$ cat src/rtl/index_adder_pkg.sv
// Shared definitions for the pipelined index adder: operation/mode encodings
// and the width of one packed pipeline stage record.
package index_adder_pkg;

  localparam logic OP_ADD    = 1'b0;
  localparam logic OP_SUB    = 1'b1;
  localparam logic MODE_WRAP = 1'b0;
  localparam logic MODE_SAT  = 1'b1;

  // A stage record is {v, s[width], flag, tag[tag_w]}. The record typedef
  // itself lives in the top because its field widths are module parameters.
  function automatic int stage_bits(input int width, input int tag_w);
    return 1 + width + 1 + tag_w;
  endfunction

endpackage

$ cat src/rtl/index_adder_stage.sv
// One register stage of the adder pipeline. It holds a packed stage record,
// loads it when enabled and clears it on synchronous reset.
module index_adder_stage #(
  parameter int DW = 14
) (
  input  logic          clk,
  input  logic          reset,
  input  logic          en_i,
  input  logic [DW-1:0] d_i,
  output logic [DW-1:0] q_o
);

  logic [DW-1:0] q_q;
  logic [DW-1:0] q_d;

  // Hold unless the pipeline advances.
  always_comb begin
    q_d = q_q;
    if (en_i) q_d = d_i;
  end

  // Stage register; reset wins over enable.
  always_ff @(posedge clk) begin
    if (reset) q_q <= '0;
    else       q_q <= q_d;
  end

  assign q_o = q_q;

endmodule

$ cat src/rtl/index_adder_pipe.sv
// Pipelined index adder: add/subtract with wrap or saturate, tag passthrough,
// valid/ready handshake. A stall freezes every stage, bubbles are kept.
module index_adder_pipe
  import index_adder_pkg::*;
#(
  parameter int WIDTH   = 8,
  parameter int LATENCY = 1,
  parameter int TAG_W   = 4
) (
  input  logic             clk,
  input  logic             reset,
  input  logic             ce,
  input  logic             in_valid,
  output logic             in_ready,
  input  logic [WIDTH-1:0] in_a,
  input  logic [WIDTH-1:0] in_b,
  input  logic             in_sub,
  input  logic             in_sat,
  input  logic [TAG_W-1:0] in_tag,
  output logic             out_valid,
  input  logic             out_ready,
  output logic [WIDTH-1:0] out_s,
  output logic             out_flag,
  output logic [TAG_W-1:0] out_tag
);

  localparam int SW = stage_bits(WIDTH, TAG_W);

  typedef struct packed {
    logic             v;
    logic [WIDTH-1:0] s;
    logic             flag;
    logic [TAG_W-1:0] tag;
  } stage_t;

  // Stage 0: extended add/sub, flag is carry (add) or borrow (sub) taken
  // before saturation so the consumer can still see that it clipped.
  function automatic stage_t stage0_calc(
    input logic             v,
    input logic [WIDTH-1:0] a,
    input logic [WIDTH-1:0] b,
    input logic             sub,
    input logic             sat,
    input logic [TAG_W-1:0] tag
  );
    logic [WIDTH:0] ext;
    stage_t         r;
    if (sub == OP_SUB) ext = {1'b0, a} - {1'b0, b};
    else               ext = {1'b0, a} + {1'b0, b};
    r.v    = v;
    r.flag = ext[WIDTH];
    r.tag  = tag;
    r.s    = ext[WIDTH-1:0];
    if (sat == MODE_SAT && r.flag) r.s = (sub == OP_SUB) ? '0 : '1;
    return r;
  endfunction

  logic [SW-1:0] stage_d [LATENCY];
  logic [SW-1:0] stage_q [LATENCY];
  stage_t        out_st;
  logic          advance;

  assign stage_d[0] = stage0_calc(in_valid, in_a, in_b, in_sub, in_sat, in_tag);

  for (genvar k = 0; k < LATENCY; k++) begin : g_stage
    if (k > 0) begin : g_link
      assign stage_d[k] = stage_q[k-1];
    end
    index_adder_stage #(.DW(SW)) u_stage (
      .clk   (clk),
      .reset (reset),
      .en_i  (advance),
      .d_i   (stage_d[k]),
      .q_o   (stage_q[k])
    );
  end

  assign out_st    = stage_t'(stage_q[LATENCY-1]);
  assign out_valid = out_st.v;
  assign out_s     = out_st.s;
  assign out_flag  = out_st.flag;
  assign out_tag   = out_st.tag;

  // The whole pipe moves only when the last stage is empty or being taken;
  // ce=0 blocks the handshake even if the consumer is ready.
  assign advance  = ce & (~out_valid | out_ready);
  assign in_ready = advance;

endmodule

$ cat config.mk
export PLATFORM = sky130hd
export DESIGN_NAME = index_adder_pipe
export DESIGN_NICKNAME = d
export VERILOG_FILES = /design/src/rtl/index_adder_pkg.sv /design/src/rtl/index_adder_stage.sv /design/src/rtl/index_adder_pipe.sv
export SDC_FILE = /design/constraint.sdc
export NUM_CORES = 1
export LEC_CHECK = 0
export BUFFER_PORTS_ARGS = -buffer_cell sky130_fd_sc_hd__buf_4
export CORE_UTILIZATION = 44
export CTS_CLUSTER_DIAMETER = 80
export CTS_CLUSTER_SIZE = 16
export DETAILED_ROUTE_END_ITERATION = 7
export GPL_TIMING_DRIVEN = 0
export MAX_ROUTING_LAYER = met4
export PLACE_DENSITY = 0.77
export SYNTH_ARGS = -nofsm -noshare
export SYNTH_HDL_FRONTEND = slang
export SYNTH_HIERARCHICAL = 1
export SYNTH_SLANG_ARGS = --single-unit
$ cat constraint.sdc
create_clock -name clk -period 2.4 [get_ports clk]
set_input_delay 0 -clock clk [delete_from_list [all_inputs] [get_ports clk]]
set_output_delay 0 -clock clk [all_outputs]
set_load 0.01 [all_outputs]
==> impl_metrics.ini, run 1 <==
[worst_setup_path]
cp.required_ps = 2610
r2r_slack_ps = 1050
worstReg2RegEnd = g_stage[0].u_stage/q_o[5]
startpoint = in_b[0]
crit_type = primary input to register
cp_max_fo = 8
reg2reg_from = g_stage[0].u_stage/q_o[13]
worstPathCellList = buf_4 > inv_1 > ha_1 > mux2i_1 > fa_2 > a211oi_4 > o31ai_2 > a211oi_4 > mux2i_4 > buf_12 > mux2i_2 > mux2i_1 > nor2_1
crit_arrival_ps = 2500
max_stage_delay_ps = 400
start_kind = primary input
crit_slowest_cell = fa_2
endpoint_kind = register
reg2reg_depth = 5

[timing]
report.final.hold_viol_count = 0
clock_skew_ps = 2.10
slew_headroom = 0.711
setup_viol = 0
final_max_slew_viol_count = 0
max_freq_mhz = 437
layout_min_cycle_time_ps = 2290
tightest_slew_ps = 433
whs_ps = 253
finalCritPeriodShare = 0.954

[cells_and_area]
layout_common_cells = buf_4 (42), mux2i_1 (22), nor2_1 (19), dfxtp_1 (14), a21oi_1 (11)
drive_gt1_frac = 0.350
multi_input_area_um2 = 817
regArea_um2 = 280
final_net_count = 218
stdcell_area_um2 = 1650
final_common_cell = buf_4
fill_cells = 198
fin_util = 0.674
num_antenna_cells = 0
largest_register_ffs = 14
syn_to_final_growth_pct = 45.1
finalNonFillerCells = 210

[power_and_ir_drop]
p_seq_frac = 0.322
swShare = 0.325
p_switching_uw = 275
ir_worst_vdd_uv = 652
power_frac_comb = 0.486
power.share.clock = 0.192
intPower_uw = 571
powerDensity_nw_per_um2 = 512
p_leak_uw = 0.000788

[synthesis]
syn-num-nets = 164
synth_area_um2 = 1140
synth_seq_area_share = 0.246
ys.flop_type = dfxtp_1
ys_ff_latch = 14
syn_area_per_cell_um2 = 8.98
yosys_warnings = 6
synthArstFlopShare = 0
synth.distinct_cells = 27
synth_edf_count = 0
synthCells = 127

[drt]
drt_iter0_markers = 18
ant_nets = 0
vias = 1064
finalWirelength_um = 2480
drc = 0
wire_per_inst_um = 11.8
viasPerCell = 5.07
dr.pass1.iters = 4

[global_route]
gr-total-overflow = 0
met1_usage = 0.213
grt_pass1_wl_um = 3750
grt_pass1_vias = 922
grtUsageMet3 = 0.0374
antenna_found_initial = 0
grt_start_max_net_pins = 11
grt_usage = 0.186
met2_usage = 0.340
busiest_layer = met2

[floorplanning]
io_pins = 42
num_rows = 18
start_util = 0.464
design.die.area_um2 = 2800
die_x_um = 52.9
die_h_um = 52.9
core_area_um2 = 2450

[clock_network]
cts_buffer_depth = 2
numCtsBuffers = 3
clock_sink_count = 14
htreeDepth = 1
root_buffer = clkbuf_4
clkTransAtPathRegs_ps = 80
tritoncts = built
clock_latency_ps = 270

[placement]
routabilityCongestion = 0.766
dp.cells = 197
post_dp_cell_area_um2 = 1490
io_buffers = 40
dp.final_hpwl_um = 1970

[run_status]
status = completed

[hold_path]
worstHoldEndpoint = g_stage[0].u_stage/q_o[5]
hold_class = primary input to register
min_path_cells = 5
min_from = in_b[0]

[job]
cap_violations = 0
[final cells by class]
cell class / count / share of cell area
clock buffer: 4 / 0.0219
multi-input combinational: 99 / 0.494
sequential: 14 / 0.169
tap: 30 / 0.0227
buffer: 5 / 0.0325
inverter: 9 / 0.0204
timing repair buffer: 49 / 0.239
[cells in the mapped netlist, drive strengths merged, types with 2 or more instances]
cell type  instances  share of area
mux2i             24           0.22
nor2              19          0.063
dfxtp             14           0.25
a21oi             12          0.053
ha                 9          0.099
inv                9          0.030
xnor2              8          0.061
nand2              5          0.016
xor2               5          0.038
clkbuf             3         0.0099
a211oi             2          0.029
buf                2          0.027
nor2b              2          0.011
nor3               2         0.0088
o21ai              2         0.0088
[through the flow]
step,setup TNS [ps],worst slack [ps],total power [µW]
6_report,0,111,847
5_1_grt,-120,-37.3,903
4_1_cts,0,14.1,832
3_5_place_dp,-2780,-360,651
3_3_place_gp,-2100,-282,638
2_1_floorplan,0,6.58,530
[cell families after synthesis]
logic type               count (synthesis)  share of synthesized area
AO/OA/AOI/OAI                           21                      0.127
XOR/XNOR                                13                     0.0999
adder cells (fa/ha/maj)                 10                      0.116
buffers and inverters                   14                     0.0670
flip-flops                              14                      0.246
multiplexers                            24                      0.222
AND/OR/NAND/NOR                         31                      0.122
[layer usage]
layer | vias up | part of all wire | wire (µm)
met5 | - | 0 | 0
met2 | 18 | 0.53 | 1320
li1 | 542 | - | -
met4 | 0 | 0 | 0
met1 | 504 | 0.44 | 1090
met3 | 0 | 0.031 | 76
[power groups by stage]
| stage | Clock (µW) | Combinational, µW | Sequential (µW) |
|---|---|---|---|
| final | 163 | 411 | 273 |
| after global routing | 176 | 452 | 275 |
| after CTS | 167 | 392 | 273 |
| after detailed placement | 0 | 373 | 278 |
| after floorplan | 0 | 241 | 290 |
| after global placement | 0 | 362 | 276 |
[repair_timing]
item | in CTS | in global routing
endpoints found under the setup margin | 8 | 8
gates resized for setup | 0 | 9
pin swaps | 0 | 4
buffers inserted | 1 | 2
hold buffers | 6 | 0
endpoints found under the hold margin | 6 | 0
[worst max path at each step]
stage	endpoint	slack [ps]
2_1_floorplan	g_stage[0].u_stage/q_o[10]	7
3_3_place_gp	g_stage[0].u_stage/q_o[11]	-280
3_5_place_dp	g_stage[0].u_stage/q_o[5]	-360
4_1_cts	g_stage[0].u_stage/q_o[6]	10
5_1_grt	g_stage[0].u_stage/q_o[10]	-40
6_report	g_stage[0].u_stage/q_o[6]	110
[worst max-delay path, delay by kind of cell]
kind,cells,cell delay [ps]
simple gates,1,90
compound gates,3,750
fa+ha+maj,2,660
mux,4,680
buf+inv,3,290
No activity file was read; power rests on OpenSTA's default activity.
==> run 2: changes to the inputs <==
Settings changed: BUFFER_PORTS_ARGS -buffer_cell sky130_fd_sc_hd__buf_4 to -buffer_cell sky130_fd_sc_hd__buf_2.
==> run 2 against run 1 <==
Total power shrank 2.3%. Sequential power about the same. Wire length rose by 7.3%. Worst hold slack improved by 4.4 ps. Global-route usage is 2.0 points higher. Core utilization shrank 4.8 points. Sequential cell count unchanged. Critical path type unchanged. Largest cell class unchanged. Highest routed layer is now met4.
==> impl_metrics.ini, run 2 (synthesized netlist as in run 1, its figures left out) <==
[run_status]
status = completed

[drt]
ant_nets = 0
dr.pass1.iters = 4
vias = 1071
drt_iter0_markers = 11
viasPerCell = 5.12
finalWirelength_um = 2660
drc = 0
wire_per_inst_um = 12.7

[worst_setup_path]
crit_type = primary input to register
reg2reg_depth = 5
cp.required_ps = 2610
r2r_slack_ps = 680
startpoint = in_b[0]
cp_max_fo = 8
start_kind = primary input
endpoint_kind = register
crit_arrival_ps = 2570
reg2reg_from = g_stage[0].u_stage/q_o[13]

[timing]
fin_tns_setup_ps = 0
setup_viol = 0
layout_min_cycle_time_ps = 2360
slew_headroom = 0.692
whs_ps = 257
report.final.hold_viol_count = 0
finalCritPeriodShare = 0.983
clock_skew_ps = 2.48
final_max_slew_viol_count = 0
max_freq_mhz = 424
tightest_slew_ps = 462

[clock_network]
clock_sink_count = 14
cts_buffer_depth = 2
clkTransAtPathRegs_ps = 80
clock_latency_ps = 280
root_buffer = clkbuf_4
numCtsBuffers = 3
tritoncts = built
htreeDepth = 1

[floorplanning]
io_pins = 42
start_util = 0.464
num_rows = 18
die_h_um = 52.9
design.die.area_um2 = 2800
die_x_um = 52.9
core_area_um2 = 2450

[global_route]
grt_pass1_vias = 989
grt_usage = 0.207
antenna_found_initial = 0
grt_start_max_net_pins = 11
grt_pass1_wl_um = 4080
gr-total-overflow = 0

[cells_and_area]
syn_to_final_growth_pct = 34.8
largest_register_ffs = 14
multi_input_area_um2 = 807
final_net_count = 217
final_common_cell = buf_2
num_antenna_cells = 0
layout_common_cells = buf_2 (40), mux2i_1 (23), nor2_1 (19), dfxtp_1 (14), a21oi_1 (12)
stdcell_area_um2 = 1540
drive_gt1_frac = 0.341
fill_cells = 215
regArea_um2 = 280
finalNonFillerCells = 209

[placement]
dp.cells = 197
dp.final_hpwl_um = 2020
post_dp_cell_area_um2 = 1390
routabilityCongestion = 0.764
io_buffers = 40

[job]
cap_violations = 0

[hold_path]
min_path_cells = 5
hold_class = primary input to register
min_from = in_b[0]

[power_and_ir_drop]
p_leak_uw = 0.000757
powerDensity_nw_per_um2 = 538
power_uw = 827
ir_worst_vdd_uv = 510
## run 2: what timing repair did
item | CTS | global route
setup buffers | 1 | 1
resized for setup | 1 | 6
hold endpoints to repair | 6 | 0
setup endpoints to repair | 8 | 8
gates cloned | 0 | 0
hold buffers | 6 | 0
pin swaps | 0 | 3
## run 2: critical path, cell delays in order
cell and delay, ps:
buf_2 110, inv_1 50, ha_1 220, nor2b_2 190, a21oi_1 180, xnor2_1 140
ha_1 300, nand2_2 120, o31ai_2 100, a211oi_4 310, mux2i_4 300, buf_12 150
mux2i_1 200, mux2i_1 110, nor2_1 100
## run 2: power breakdown
group	total (µW)	switching, µW	leakage [µW]	internal [µW]
clock	167	75.2	0.0000210	92.3
combinational	388	197	0.000621	191
sequential	272	12.6	0.000116	259
total	827	285	0.000757	542
## run 2: metal layers
metal  vias to the layer above  track usage  routed length, µm
li1                        540            -                  -
met1                       505        0.222               1050
met2                        22        0.376               1480
met3                         4       0.0575                101
met4                         0       0.0439                 32
met5                         -            -                  0
## run 2: layout make-up
class | instances | area share
plain buffers | 5 | 0.0350
multi-input cells | 99 | 0.525
inverters | 9 | 0.0220
clock buffers | 4 | 0.0236
flip-flops and latches | 14 | 0.182
well taps | 30 | 0.0244
repair buffers | 48 | 0.187
## run 2: path summary, 6_finish.rpt
check / endpoint
min: g_stage[0].u_stage/q_o[5]
min reg2reg: g_stage[0].u_stage/q_o[7]
max reg2reg: g_stage[0].u_stage/q_o[0]
max: g_stage[0].u_stage/q_o[12]
## run 2: per-stage QoR
stage | setup slack, ps | util
detailed placement | -391 | 0.566
finish | 40.0 | 0.626
global placement | -260 | 0.566
global route | -46.7 | 0.626
CTS | 30.4 | 0.613
floorplan | 6.58 | -
==> run 3: changes to the inputs <==
Settings changed: CORE_ASPECT_RATIO set to 1.5.
==> run 3 against run 2 <==
The flow now finishes with violations (design-rule violations). First-iteration DRC count grew to 3.5 times the previous value. Sequential power barely moved. Critical path depth decreased by 2. Global-route usage fell by 0.81 points. Critical endpoint is now g_stage[0].u_stage/q_o[8].
==> impl_metrics.ini, run 3 (synthesized netlist as in run 1, its figures left out) <==
[run_status]
status = finished, violations left
failed_checks = design-rule violations

[timing]
whs_ps = 255
clock_skew_ps = 1.21
report.final.hold_viol_count = 0
slew_headroom = 0.721
final_max_slew_viol_count = 0
fin_tns_setup_ps = 0
layout_min_cycle_time_ps = 2310
layout_setup_ws_ps = 92.7
finalCritPeriodShare = 0.961
max_freq_mhz = 433
tightest_slew_ps = 419
setup_viol = 0

[placement]
routabilityCongestion = 0.793
dp.final_hpwl_um = 1970
post-place-ws_ps = -469
io_buffers = 40

[worst_setup_path]
cpMostUsedCell = mux2i_1
r2r_slack_ps = 730
cp_max_fo = 8
crit_type = primary input to register
endpoint_kind = register
crit_arrival_ps = 2540
start_kind = primary input
crit_slowest_cell = fa_2
worstPathCellList = buf_2 > inv_1 > ha_1 > mux2i_1 > fa_2 > a211oi_2 > o31ai_2 > a211oi_4 > mux2i_4 > buf_12 > mux2i_1 > mux2i_1 > nor2_1
cp.required_ps = 2630
max_stage_delay_ps = 400

[cells_and_area]
fill_cells = 214
layout_common_cells = buf_2 (40), mux2i_1 (23), nor2_1 (19), dfxtp_1 (14), a21oi_1 (11)
final_net_count = 219
drive_gt1_frac = 0.354
syn_to_final_growth_pct = 35.6
final_common_cell = buf_2
fin_util = 0.631
largest_register_ffs = 14
num_antenna_cells = 0

[clock_network]
root_buffer = clkbuf_4
clock_sink_count = 14
clock_latency_ps = 290
numCtsBuffers = 3
tritoncts = built
clkTransAtPathRegs_ps = 80
cts_buffer_depth = 2
htreeDepth = 1

[global_route]
antenna_found_initial = 0
grt_pass1_wl_um = 4180
gr-total-overflow = 0
grt_usage = 0.198
grt_pass1_vias = 1075
grt_start_max_net_pins = 11

[power_and_ir_drop]
power_uw = 829
powerDensity_nw_per_um2 = 536
p_leak_uw = 0.000768
ir_worst_vdd_uv = 255

[drt]
viasPerCell = 5.29
wire_per_inst_um = 12.3
dr.pass1.iters = 7
drc = 10
vias = 1084
drt_iter0_markers = 39
ant_nets = 0
finalWirelength_um = 2510

[floorplanning]
design.die.area_um2 = 2800
num_rows = 22
io_pins = 42
core_area_um2 = 2450
start_util = 0.465
die_x_um = 43.6
die_h_um = 64.3

[hold_path]
hold_class = primary input to register

[job]
cap_violations = 0
run 3: what timing repair did:
| action | 4_1_cts | 5_1_grt |
|---|---|---|
| setup endpoints to repair | 8 | 8 |
| hold buffers | 6 | 0 |
| setup buffers | 1 | 3 |
| pin swaps | 0 | 5 |
| gates resized for setup | 2 | 6 |
| hold endpoints to repair | 6 | 0 |
run 3: stage by stage:
stage | std cells | area (µm²)
5_1_grt | 205 | 1550
3_5_place_dp | 191 | 1380
2_1_floorplan | 127 | 1150
3_3_place_gp | 191 | 1380
6_report | 205 | 1550
4_1_cts | 202 | 1510
run 3: per-layer routing:
layer  up-vias  share of wire  global-route usage
li1        544              -                   -
met1       485           0.37               0.194
met2        48           0.56               0.362
met3         7          0.047              0.0169
met4         0          0.029               0.117
met5         -              0                   -
run 3: final cells by class:
type	instances	area, µm²	area share
multi-input cells	99	808	0.523
repair buffers	50	303	0.196
plain buffers	5	53.8	0.0348
well taps	24	30.0	0.0194
clock buffers	4	36.3	0.0235
inverters	9	33.8	0.0219
flip-flops and latches	14	280	0.181
run 3: critical path: cells and delay by family:
family / cells / cell delay (ps)
adders and majority gates: 2 / 660
and+or+nand+nor: 1 / 90
buffers and inverters: 3 / 300
AOI/OAI and AO/OA: 3 / 770
muxes: 4 / 700
run 3: worst paths after layout:
path                              start                    endpoint  cells past startpoint
max reg2reg  g_stage[0].u_stage/q_o[13]  g_stage[0].u_stage/q_o[13]                      5
min                             in_b[0]   g_stage[0].u_stage/q_o[5]                      5
min reg2reg   g_stage[0].u_stage/q_o[9]   g_stage[0].u_stage/q_o[9]                      2
max                             in_b[0]   g_stage[0].u_stage/q_o[8]                     13
run 3: where the power goes:
| part | internal (µW) | switching, µW |
|---|---|---|
| clock network | 92.6 | 78.1 |
| registers | 259 | 12.8 |
| logic | 195 | 191 |
| total | 546 | 282 |
